File: config.mk
export PLATFORM = sky130hd
export DESIGN_NAME = arb8_decoder_ctrl
export DESIGN_NICKNAME = d
export VERILOG_FILES = /design/src/rtl/arb8_pkg.sv /design/src/rtl/arb8_decoder_ctrl_dec.sv /design/src/rtl/arb8_decoder_ctrl.sv
export SDC_FILE = /design/constraint.sdc
export NUM_CORES = 1
export LEC_CHECK = 0
export CORE_MARGIN = 2
export CORE_UTILIZATION = 55
export CTS_CLUSTER_DIAMETER = 100
export DETAILED_ROUTE_END_ITERATION = 10
export PLACE_DENSITY = 0.76
export SYNTH_ARGS = -nofsm -noshare
export SYNTH_HDL_FRONTEND = slang
export SYNTH_SLANG_ARGS = --single-unit
File: constraint.sdc
create_clock -name clk -period 7.58 [get_ports clk]
set_clock_uncertainty 0.1 [all_clocks]
set_input_delay 0.758 -clock clk [delete_from_list [all_inputs] [get_ports clk]]
set_output_delay 0.758 -clock clk [all_outputs]
set_load 0.1 [all_outputs]
File: src/rtl/arb8_pkg.sv
// arb8_pkg: shared constants, FSM state type and round-robin pick for arb8_decoder_ctrl
// Contents: N_REQ/IDX_W sizes, state_e (IDLE/GRANT/GAP), pick_t result and rr_pick(req, ptr).
package arb8_pkg;
    localparam int N_REQ = 8;
    localparam int IDX_W = 3;

    typedef enum logic [1:0] {IDLE, GRANT, GAP} state_e;

    typedef struct packed {
        logic             found;
        logic [IDX_W-1:0] idx;
    } pick_t;

    // Scanned from the highest offset down so the lowest offset from ptr wins.
    function automatic pick_t rr_pick(input logic [N_REQ-1:0] req, input logic [IDX_W-1:0] ptr);
        pick_t            r;
        logic [IDX_W-1:0] k;
        r = '0;
        for (int i = N_REQ - 1; i >= 0; i--) begin
            k = ptr + IDX_W'(i);
            if (req[k]) r = '{found: 1'b1, idx: k};
        end
        return r;
    endfunction
endpackage

File: src/rtl/arb8_decoder_ctrl_dec.sv
// dec3to8_n: combinational active-low 3-to-8 select decoder
// Ports: idx_i[2:0] select index, en_i enable, y_o[7:0] active-low one-hot (all ones when disabled).
module dec3to8_n
    import arb8_pkg::*;
(
    input  logic [IDX_W-1:0] idx_i,
    input  logic             en_i,
    output logic [N_REQ-1:0] y_o
);
    assign y_o = en_i ? ~(N_REQ'(1) << idx_i) : {N_REQ{1'b1}};
endmodule

File: src/rtl/arb8_decoder_ctrl.sv
// arb8_decoder_ctrl: round-robin arbiter sharing one active-low 3-to-8 select among eight requesters
// Ports: clk, rst_n (async active-low), req_i[7:0] level requests, done_i owner release pulse,
//        grant_idx_o[2:0] owner index, grant_n_o[7:0] active-low one-hot select,
//        grant_valid_o grant active, preempt_o one-cycle pulse after a tenure-expiry release.
module arb8_decoder_ctrl
    import arb8_pkg::*;
#(
    parameter int unsigned MAX_HOLD = 16
) (
    input  logic             clk,
    input  logic             rst_n,
    input  logic [N_REQ-1:0] req_i,
    input  logic             done_i,
    output logic [IDX_W-1:0] grant_idx_o,
    output logic [N_REQ-1:0] grant_n_o,
    output logic             grant_valid_o,
    output logic             preempt_o
);
    localparam int unsigned HOLD_W = $clog2(MAX_HOLD);
    localparam logic [HOLD_W-1:0] HOLD_LAST = HOLD_W'(MAX_HOLD - 1);

    state_e            state_q, state_d;
    logic [IDX_W-1:0]  ptr_q, ptr_d;
    logic [IDX_W-1:0]  idx_q, idx_d;
    logic [HOLD_W-1:0] hold_q, hold_d;
    logic              valid_q, en_d;
    logic              preempt_q, preempt_d;
    logic [N_REQ-1:0]  grant_n_q, grant_n_d;
    pick_t             pick;
    logic              expire, rel;

    always_comb begin
        pick      = rr_pick(req_i, ptr_q);
        expire    = hold_q == HOLD_LAST;
        rel       = done_i || !req_i[idx_q] || expire;
        state_d   = state_q;
        ptr_d     = ptr_q;
        idx_d     = idx_q;
        hold_d    = hold_q;
        en_d      = 1'b0;
        preempt_d = 1'b0;
        case (state_q)
            GRANT: begin
                if (rel) begin
                    state_d   = GAP;
                    // done and a dropped request both take precedence over expiry
                    preempt_d = expire && !done_i && req_i[idx_q];
                end else begin
                    en_d   = 1'b1;
                    hold_d = hold_q + HOLD_W'(1);
                end
            end
            default: begin
                state_d = pick.found ? GRANT : IDLE;
                if (pick.found) begin
                    idx_d  = pick.idx;
                    ptr_d  = pick.idx + IDX_W'(1);
                    hold_d = '0;
                    en_d   = 1'b1;
                end
            end
        endcase
    end

    // Decoding the next-state index lets grant_n share an edge with grant_idx/grant_valid.
    dec3to8_n u_dec (
        .idx_i (idx_d),
        .en_i  (en_d),
        .y_o   (grant_n_d)
    );

    always_ff @(posedge clk or negedge rst_n) begin
        if (!rst_n) begin
            state_q   <= IDLE;
            ptr_q     <= '0;
            idx_q     <= '0;
            hold_q    <= '0;
            valid_q   <= 1'b0;
            preempt_q <= 1'b0;
            grant_n_q <= {N_REQ{1'b1}};
        end else begin
            state_q   <= state_d;
            ptr_q     <= ptr_d;
            idx_q     <= idx_d;
            hold_q    <= hold_d;
            valid_q   <= en_d;
            preempt_q <= preempt_d;
            grant_n_q <= grant_n_d;
        end
    end

    assign grant_idx_o   = idx_q;
    assign grant_n_o     = grant_n_q;
    assign grant_valid_o = valid_q;
    assign preempt_o     = preempt_q;
endmodule
# --- Word level (Yosys, flattened, before mapping) ---
# Cells that the tools add are included.
totals:
  reg_bits: 22
  in_bits: 11
  output_inout_bits: 13
  wordCells: 81
op_classes:
  addsub: 9
  order_cmp: 9
  n_eq_ne: 4
  shift: 1
  mux: 40
  bitwise_logic: 2
  n_reduce_logical: 9
op_table:
  columns: ["op", "count"]
  rows:
  - ["$mux 4", 11]
  - ["$lt 3x4->1 const B", 9]
  - ["$bmux 1 s3", 9]
  - ["$mux 1", 15]
  - ["$add 3x3->3 const B", 4]
  - ["$mux 8", 1]
  - ["$not 8->8", 1]
  - ["$shl 1x3->8 const A", 1]
  - ["$add 3x1->3 const B", 2]
  - ["$add 3x2->3 const B", 2]
  - ["$mux 3", 2]
  - ["$add 4x1->4 const B", 1]
  - ["$eq 4x4->1 const B", 1]
  - ["$mux 2", 2]
  - ["$ne 2x2->1 const B", 2]
  - ["$reduce_and 2->1", 2]
  - ["$eq 2x1->1 const B", 1]
  - ["$logic_and 1x1->1", 2]
  - ["$logic_not 1->1", 2]
  - ["$logic_or 1x1->1", 2]
  - ["$reduce_bool 2->1", 1]
  - ["$not 1->1", 1]

# --- Depth between registers and ports, before layout ---
# Gate-level depths: netlist of the first run.
depth:
  depth_word: 16
  ltp_mapped: 13
  depth_no_buf: 9

# --- Cells and area by module ---
# A second synthesis of the first run with hierarchy kept.
hier_totals:
  hier_cells: 200
  hier_area_um2: 1956.9
modules_own_cells:
  columns: ["mod", "instances", "cells_each", "area_per_inst_um2", "seq_area_each_um2"]
  rows:
  - ["arb8_decoder_ctrl", 1, 192, 1880.6, 560.5]
  - ["dec3to8_n", 1, 8, 76.3, 0.0]

# --- Worst setup path after synthesis of the first run ---
# Ideal clock, no wire load.
synth_path:
  path_kind: "reg-to-reg"
  start: "register ptr_q[0]"
  end: "register ptr_q[2]"
  setup_ns: 0.087
  arrival_ns: 3.226
  t_required_ns: 7.393
  path_slack_ns: 4.167
  path_stages_with_launch: 13
  path_buffers: 3
  synth_period_minus_slack_ns: 3.413
  cell_sequence: "dfrtp_1 > buf_4 > buf_6 > inv_2 > ha_1 > buf_6 > mux4_2 > mux2_4 > a221o_1 > o32ai_4 > nor3_4 > or4_1 > o211ai_1"
synth_via:
  elab_chain_len: 12
  elab_cells_between_ends: 33
  classes_between: "add/sub: 8; mux: 24; reduce/logical: 1"
synth_rtl:
  columns: ["item", "line", "rtl"]
  rows:
  - ["start: declaration", "arb8_decoder_ctrl.sv:23", "logic [IDX_W-1:0] ptr_q, ptr_d;"]
  - ["start signal: assignment", "arb8_decoder_ctrl.sv:83", "ptr_q <= ptr_d;"]
  - ["$add 3x3->3", "arb8_pkg.sv:20", "k = ptr + IDX_W'(i);"]
  - ["$bmux 1 s3", "arb8_pkg.sv:21", "if (req[k]) r = '{found: 1'b1, idx: k};"]
  - ["$mux 1 (not written as such)", "arb8_pkg.sv:21", null]
  - ["$mux 4 (7 in series)", "arb8_pkg.sv:21", null]
  - ["$mux 4 (*)", "arb8_pkg.sv:21", null]
  - ["$add 3x1->3 or $reduce_and 2->1 (tied branches)", null, null]
# Mark *: on every way between the ends. The rest lies on a longest branch, timed or not. The select of a mux whose other input is x is not followed.
# A chain may end at the register's enable or synchronous reset.

# --- Worst setup path in the final report of the first run ---
layout_path:
  start: "register ptr_q[0]"
  end: "register grant_n_q[6] (netlist: grant_n_o[6])"
layout_via:
  elab_chain_len: 16
  elab_cells_between_ends: 38
  classes_between: "add/sub: 7; shift: 1; mux: 29; bitwise: 1"
layout_rtl:
  columns: ["item", "line", "rtl"]
  rows:
  - ["$add 3x3->3", "arb8_pkg.sv:20", null]
  - ["$bmux 1 s3", "arb8_pkg.sv:21", null]
  - ["$mux 1 (not written as such)", "arb8_pkg.sv:21", null]
  - ["$mux 4 (7 in series)", "arb8_pkg.sv:21", null]
  - ["$mux 4 (*)", "arb8_pkg.sv:21", null]
  - ["$mux 3", "arb8_decoder_ctrl.sv:55", "if (pick.found) begin"]
  - ["$mux 3", "arb8_decoder_ctrl.sv:42", "case (state_q)"]
  - ["$shl 1x3->8", "arb8_decoder_ctrl_dec.sv:10", "assign y_o = en_i ? ~(N_REQ'(1) << idx_i) : {N_REQ{1'b1}};"]
  - ["$not 8->8", "arb8_decoder_ctrl_dec.sv:10", null]
  - ["$mux 8 (*)", "arb8_decoder_ctrl_dec.sv:10", null]
  - ["via grant_n_d[6]", "arb8_decoder_ctrl.sv:28", "logic [N_REQ-1:0] grant_n_q, grant_n_d;"]
  - ["end signal: assignment", "arb8_decoder_ctrl.sv:80", "grant_n_q <= {N_REQ{1'b1}};"]
  - ["end signal: assignment", "arb8_decoder_ctrl.sv:88", "grant_n_q <= grant_n_d;"]
  - ["end: declaration", "arb8_decoder_ctrl.sv:28", null]
# Mark *: on every way through the listed nets, which the timed path passes. The rest lies on a longest branch. The select of a mux whose other input is x is not followed.

==> flow_summary.json, run 1 <==
{
  "status": "complete, no violations",
  "root_buffer": "clkbuf_8",
  "first_pass_iters": 4,
  "synth-simple-area-share_pct": 12.5,
  "synth.distinct_cells": 64,
  "start_kind": "flop",
  "drt_iter0_drc": 131,
  "numCtsBuffers": 3,
  "vias_per_cell": 6.88,
  "clock-sinks": 22,
  "syn-num-nets": 216,
  "cts_hold_buf": 0,
  "vias": 1790,
  "muxShareOfSynthArea_pct": 33.3,
  "synth_top_family_by_area": "multiplexers",
  "io_buffers": 23,
  "antenna_found_initial": 0,
  "ios": 24,
  "fp.coreArea_um2": 3940,
  "wl_mm": 5.12,
  "clk_pin_slew_worst_paths_ns": 0.08,
  "setup_slack_ns": 2.86,
  "crit_type": "reg -> reg",
  "hold_path_depth": 1,
  "grt_overflow": 0,
  "synth-compound-area-share_pct": 17.6,
  "die_h_um": 67.5,
  "pre_cts_ws_ns": 2.90,
  "final_nets": 225,
  "cts_htree_levels": 1,
  "crit_arrival_ns": 4.81,
  "rows": 23,
  "yosysSeqAreaShare_pct": 25.3,
  "place_congestion": 0.881,
  "ys_ff_latch": 22,
  "tritoncts": "built",
  "slew_violations": 0,
  "yosys_warnings": 0,
  "cap_violations": 0,
  "start_util_pct": 56.2,
  "drive_gt1_share_pct": 25.7,
  "dieArea_um2": 4550,
  "min-delay-path-class": "reg -> reg",
  "max_slew_margin_pct": 33.4,
  "drc_errors": 0,
  "critPathRequiredTime_ns": 7.67,
  "clkLatencyLatePin_ns": 0.26,
  "final-hold-violation-count": 0,
  "first_global_vias": 1673,
  "cts_setup_buffers": 0,
  "syn_to_final_growth_pct": 11.8,
  "async_flop_share_pct": 100,
  "ys.flop_type": "dfrtp_1",
  "diodes": 0,
  "rsz0062_at_grt": "no",
  "cts_max_path_buffers": 2,
  "hold_ws_ns": 0.428,
  "avgSynthCellArea_um2": 11.0,
  "fin_util_pct": 62.8,
  "synth-adder-area-share_pct": 1.69,
  "final.setup.tns_ns": 0,
  "r2r_cells": 9,
  "finalCritPeriodShare_pct": 62.3,
  "end_kind": "flop",
  "dp_hpwl_mm": 3.69,
  "final_antenna_net_count": 0,
  "worst_pin_slew_ns": 0.996,
  "track_usage_pct": 24.1,
  "fmax_mhz": 212,
  "grt_pass1_wl_mm": 8.20,
  "synth_edf_count": 0,
  "grt_max_degree": 28,
  "chipWidth_um": 67.5,
  "synth_area_um2": 2210,
  "wl_per_cell_um": 19.7,
  "cts-resized-gates": 0,
  "synth_xor_area_share_pct": 2.37,
  "syn_inst": 202,
  "worst-path-max-fanout": 21,
  "post-route-min-period_ns": 4.72,
  "finalSetupViolations": 0
}
cell families after synthesis:
group / Yosys count
simple gates: 47
compound gates: 46
mux: 45
buf+inv: 33
flops: 22
xor+xnor: 6
fa+ha+maj: 3
metrics by stage:
step	cell area (um^2)	std cells
detailed placement	2400	256
global route	2480	260
CTS	2480	260
floorplan	2210	202
finish	2480	260
global placement	2400	256
cell usage in the layout (no fill, tap or decap), types with 4 or more instances in the layout:
master / Yosys / routed
mux4_2: 19 / 19
nand2_1: 8 / 8
clkdlybuf4s50_1: 0 / 23
dfrtp_1: 14 / 14
nor2_1: 11 / 11
nand3b_1: 4 / 4
o21ai_0: 4 / 4
a22oi_1: 4 / 4
mux2i_1: 13 / 13
mux2_2: 8 / 8
inv_1: 12 / 12
dfstp_2: 8 / 8
a21oi_1: 5 / 5
worst paths after layout:
path | start | end | slack (ns)
worst max-delay path | ptr_q[0] | grant_n_o[6] | 2.86
worst min register to register | hold_q[0] | hold_q[0] | 0.43
min in group asynchronous | rst_n | hold_q[1] | 0.92
worst max register to register | ptr_q[0] | grant_n_o[6] | 2.86
worst min-delay path | hold_q[0] | hold_q[0] | 0.43
max in group asynchronous | rst_n | ptr_q[0] | 5.89
synthesized netlist by cell type, types with 3 or more instances:
cell type	count	area (um^2)
xnor2_1	3	26.3
nand3_1	3	15.0
o21ai_0	4	20.0
nand2_1	8	30.0
dfrtp_1	14	350
mux2i_1	13	130
a21o_1	3	22.5
mux4_2	19	428
inv_1	12	45.0
buf_6	3	33.8
a22oi_1	4	30.0
nand3b_1	4	30.0
nor4_1	3	18.8
xor2_1	3	26.3
clkbuf_1	11	41.3
buf_2	4	20.0
ha_1	3	37.5
nand2b_1	3	18.8
mux2_2	8	90.1
nor2_1	11	41.3
a21oi_1	5	25.0
dfstp_2	8	210
critical path, cell delays in order, from the launching register on:
cell and delay, ns:
dfrtp_1 0.80, inv_2 0.25, ha_1 0.97, mux4_1 0.51
nor4_1 0.10, a21boi_1 0.75, inv_1 0.26, a211oi_1 0.37
a21oi_2 0.15, or3b_1 0.38
sequential cells by signal, indices dropped and copies added, names as in the netlist:
signal and flops:
ptr_q 3, preempt_o 1, grant_n_o 8, grant_valid_o 1, grant_idx_o 3, hold_q 4
state_q 2
area by class of cell:
cell class / instances / area, um^2
Sequential cell: 22 / 561
Fill cell: 299 / 1470
Inverter: 13 / 48.8
Timing Repair Buffer: 24 / 238
Clock buffer: 3 / 41.3
Tap cell: 50 / 62.6
Multi-Input combinational cell: 147 / 1500
Clock inverter: 1 / 30.0
routing by layer:
layer	part of all wire (%)	vias to the layer above	wire length [um]	track usage [%]
met2	48	81	2450	36.9
met5	0	-	0	0
met4	2.0	0	101	6.38
met3	7.3	12	372	6.17
li1	-	796	-	-
met1	43	901	2190	34.1
Power of run 1 is left out: the tool's default activity adds up to more than one toggle a clock period on the data nets, which glitch-free logic cannot reach.
==> run 2, diff against run 1 <==
==> constraint.sdc (replaced) <==
create_clock -name clk -period 4.6 [get_ports clk]
set_clock_uncertainty 0.1 [all_clocks]
set_input_delay 0.46 -clock clk [delete_from_list [all_inputs] [get_ports clk]]
set_output_delay 0.46 -clock clk [all_outputs]
set_load 0.1 [all_outputs]
==> run 2 against run 1 <==
- count of clock-buffer cells in the layout unchanged
- global-route usage decreased by 0.66 points
- worst setup slack got worse by 1.9 ns
- fmax increased by 30%
- highest routed layer unchanged
==> flow_summary.json, run 2 (synthesized netlist as in run 1, its figures left out) <==
{
  "crit_type": "reg -> reg",
  "grt_max_degree": 28,
  "worst-path-max-fanout": 10,
  "final-hold-violation-count": 0,
  "critPathRequiredTime_ns": 4.68,
  "drive_gt1_share_pct": 27.4,
  "grt_overflow": 0,
  "dieArea_um2": 4550,
  "antenna_found_initial": 0,
  "start_kind": "flop",
  "finalCritPeriodShare_pct": 79.2,
  "rsz0062_at_grt": "no",
  "clock-sinks": 22,
  "wl_mm": 4.81,
  "cts_setup_buffers": 0,
  "track_usage_pct": 23.4,
  "final.setup.tns_ns": 0,
  "cts_max_path_buffers": 2,
  "final_antenna_net_count": 0,
  "io_buffers": 23,
  "r2r_slack_ns": 0.96,
  "critPathMaxStageDelay_ns": 0.73,
  "r2r_start": "ptr_q[0]",
  "drt_iter0_drc": 119,
  "end_kind": "flop",
  "path_buf_inv": 1,
  "dp_hpwl_mm": 3.61,
  "clk_pin_slew_worst_paths_ns": 0.07,
  "final_cell_mix": "clkdlybuf4s50_1, mux4_2, dfrtp_1",
  "hold_path_depth": 1,
  "grt_pass1_wl_mm": 8.16,
  "finalSetupViolations": 0,
  "numCtsBuffers": 3,
  "holdPathEnd": "hold_q[0]",
  "cp_top_family": "simple AND/OR/NAND/NOR gates",
  "r2r_cells": 9,
  "cts_htree_levels": 1,
  "clkLatencyLatePin_ns": 0.25,
  "die_h_um": 67.5,
  "vias_per_cell": 6.60,
  "setup_slack_ns": 0.959,
  "root_buffer": "clkbuf_8",
  "status": "complete, no violations",
  "pre_cts_ws_ns": 0.970,
  "mostFrequentLayoutCell": "clkdlybuf4s50_1",
  "min-delay-path-class": "reg -> reg",
  "chipWidth_um": 67.5,
  "slew_violations": 0,
  "crit_chain": "inv_2, ha_1, mux4_1, nor4_1, or2_2, a211oi_2, nor3_4, a21o_1, or3b_1",
  "tritoncts": "built",
  "diodes": 0,
  "cts-resized-gates": 0,
  "first_global_vias": 1680,
  "drc_errors": 0,
  "place_congestion": 0.864,
  "crit_slowest_cell": "mux4_1",
  "vias": 1748,
  "start_util_pct": 56.2,
  "ios": 24,
  "cts_hold_buf": 0,
  "post-route-min-period_ns": 3.64,
  "crit_arrival_ns": 3.72,
  "cap_violations": 0,
  "fmax_mhz": 275,
  "r2r_end": "grant_n_o[6]",
  "rows": 23,
  "worst_pin_slew_ns": 0.987,
  "fp.coreArea_um2": 3940,
  "syn_to_final_growth_pct": 13.5,
  "largest_register_ffs": 8,
  "max_slew_margin_pct": 34.0,
  "min_from": "hold_q[0]",
  "final_nets": 230,
  "wl_per_cell_um": 18.1,
  "first_pass_iters": 4
}
-- run 2: cell count changes in the layout (fill, tap and decap cells not counted), sizes merged --
cell,previous run,this run
buf,1,6
-- run 2: metrics by stage --
stage                     area (um^2)  hold WS, ns  cells  util, %
after global routing             2510        0.422    265     63.8
final                            2510        0.407    265     63.8
after detailed placement         2440        0.400    261     61.9
after CTS                        2510        0.411    265     63.8
after global placement           2440        0.401    261     61.9
after floorplan                  2210       0.0644    202        -
-- run 2: layer usage --
metal	GRT usage, %	wire (um)	vias to the layer above	part of all wire [%]
li1	-	-	812	-
met1	35.4	2130	846	44
met2	35.9	2320	84	48
met3	4.00	292	6	6.1
met4	4.08	58	0	1.2
met5	0	0	-	0
-- run 2: layout make-up --
type                    count  area (um^2)
multi-input cells         147         1500
repair buffers             29          275
inverters                  13         48.8
clock buffers               3         41.3
well taps                  50         62.6
fillers                   297         1430
clock inverters             1         30.0
flip-flops and latches     22          561
-- run 2: worst max path at each step --
stage	start	end	slack, ns	cells past startpoint
floorplan	ptr_q[0]	ptr_q[2]	1.19	12
global placement	ptr_q[0]	grant_n_o[6]	1.02	9
detailed placement	ptr_q[0]	grant_n_o[6]	0.97	9
CTS	ptr_q[0]	grant_n_o[6]	0.97	9
global route	ptr_q[0]	grant_n_o[0]	0.73	9
finish	ptr_q[0]	grant_n_o[6]	0.96	9
Power of run 2 is left out for the same reason.
==> run 3, diff against run 2 <==
--- a/config.mk
+++ b/config.mk
@@ -6,10 +6,10 @@
 export NUM_CORES = 1
 export LEC_CHECK = 0
 export CORE_MARGIN = 2
-export CORE_UTILIZATION = 55
+export CORE_UTILIZATION = 52
 export CTS_CLUSTER_DIAMETER = 100
 export DETAILED_ROUTE_END_ITERATION = 10
-export PLACE_DENSITY = 0.76
+export PLACE_DENSITY = 0.75
 export SYNTH_ARGS = -nofsm -noshare
 export SYNTH_HDL_FRONTEND = slang
 export SYNTH_SLANG_ARGS = --single-unit
==> constraint.sdc (replaced) <==
create_clock -name clk -period 3.25 [get_ports clk]
set_clock_uncertainty 0.1 [all_clocks]
set_input_delay 0.325 -clock clk [delete_from_list [all_inputs] [get_ports clk]]
set_output_delay 0.325 -clock clk [all_outputs]
set_load 0.1 [all_outputs]
==> run 3 against run 2 <==
- critical path depth did not move
- highest routed layer unchanged
- largest cell class unchanged
- count of clock-buffer cells in the layout up 1
- first-iteration DRC count is 18% higher
- hold slack gained 0.0052 ns
- register-to-register slack got worse by 0.87 ns
==> flow_summary.json, run 3 (synthesized netlist as in run 1, its figures left out) <==
{
  "status": "complete, no violations",
  "vias": 1958,
  "slew_violations": 0,
  "grt_pass1_wl_mm": 9.83,
  "syn_to_final_growth_pct": 26.4,
  "largest_register_ffs": 8,
  "finalCritPeriodShare_pct": 97.7,
  "ios": 24,
  "nFillCells": 300,
  "first_global_vias": 1944,
  "end_kind": "flop",
  "clk_pin_slew_worst_paths_ns": 0.08,
  "vias_per_cell": 6.53,
  "clock-sinks": 22,
  "start_util_pct": 54.6,
  "wl_mm": 6.16,
  "track_usage_pct": 25.8,
  "dp_hpwl_mm": 4.44,
  "holdPathEnd": "hold_q[0]",
  "first_pass_iters": 4,
  "place_congestion": 0.964,
  "r2r_end": "grant_n_o[7]",
  "hold_ws_ns": 0.412,
  "antenna_found_initial": 0,
  "fp.coreArea_um2": 4060,
  "hold_path_depth": 1,
  "setup_slack_ns": 0.0741,
  "root_buffer": "clkbuf_8",
  "cts_hold_buf": 0,
  "fmax_mhz": 315,
  "design_area_um2": 2800,
  "worst_pin_slew_ns": 0.970,
  "r2r_start": "ptr_q[0]",
  "diodes": 0,
  "final_antenna_net_count": 0,
  "final_cell_mix": "buf_4, mux4_2, clkdlybuf4s50_1",
  "critPathRequiredTime_ns": 3.34,
  "min_from": "hold_q[0]",
  "tritoncts": "built",
  "crit_type": "in -> reg",
  "chipWidth_um": 69.3,
  "grt_max_degree": 23,
  "drc_errors": 0,
  "place_area_um2": 2670,
  "die_h_um": 69.3,
  "clkLatencyLatePin_ns": 0.27,
  "pre_cts_ws_ns": -0.0820,
  "post-route-min-period_ns": 3.18,
  "fin_util_pct": 69.0,
  "numCtsBuffers": 3,
  "min-delay-path-class": "reg -> reg",
  "cap_violations": 0,
  "cts_max_path_buffers": 2,
  "dieArea_um2": 4800,
  "drive_gt1_share_pct": 44.8,
  "cts_htree_levels": 1,
  "max_slew_margin_pct": 35.1,
  "grt_overflow": 0,
  "drt_iter0_drc": 140,
  "worst-path-max-fanout": 6,
  "crit_arrival_ns": 3.26,
  "final-hold-violation-count": 0,
  "mostFrequentLayoutCell": "buf_4",
  "finalSetupViolations": 0,
  "wl_per_cell_um": 20.5,
  "r2r_slack_ns": 0.09,
  "final_nets": 265,
  "io_buffers": 23,
  "rows": 23,
  "r2r_cells": 10,
  "start_kind": "input port"
}
## run 3: cell types whose count changed in the layout (fill, tap and decap cells not counted), moves of 2 or more
cell             previous run  this run
buf_4                       6        48
buf_6                       0         2
clkdlybuf4s50_1            23        14
ha_1                        3         1
ha_4                        0         2
mux4_1                      2         0
mux4_2                     19        21
## run 3: how the worst max path moves through the flow
stage               startpoint            to  slack (ns)
global placement      req_i[3]  grant_n_o[7]       0.003
floorplan             ptr_q[0]      ptr_q[2]       -0.01
CTS                   ptr_q[0]      ptr_q[2]        0.04
detailed placement    req_i[3]  grant_n_o[7]       -0.08
global route          ptr_q[0]  grant_n_o[6]       -0.05
finish                req_i[6]  grant_n_o[6]        0.07
## run 3: metal layers
metal  track usage, %  vias up  part of all wire [%]
li1                 -      873                     -
met1             34.9      973                    42
met2             40.6       93                    49
met3             6.69       19                   6.9
met4             8.28        0                   2.7
met5                0        -                     0
## run 3: area by class of cell
cell class	instances	area (um^2)	area share, %
well taps	50	62.6	2.24
repair buffers	64	523	18.7
clock buffers	4	55.1	1.97
flip-flops and latches	22	562	20.1
inverters	13	53.8	1.92
multi-input cells	147	1540	55.1
## run 3: critical path, stage by stage
cell and delay [ns]:
clkdlybuf4s50_1 0.52, buf_4 0.21, mux2_1 0.29, mux4_2 0.49
or3_1 0.38, a211oi_2 0.29, o21ai_2 0.14, a21o_4 0.24
or3b_1 0.36
## run 3: timing repair
action	CTS	global route
setup endpoints to repair	1	10
pin swaps	0	6
buffers inserted	0	4
resized for setup	1	12
## run 3: stage by stage
step / std cells / setup TNS (ns)
after floorplan: 202 / -0.0119
after global placement: 292 / 0
after detailed placement: 292 / -0.216
after CTS: 296 / 0
after global routing: 300 / -0.168
final: 300 / 0
Power of run 3 is left out for the same reason.
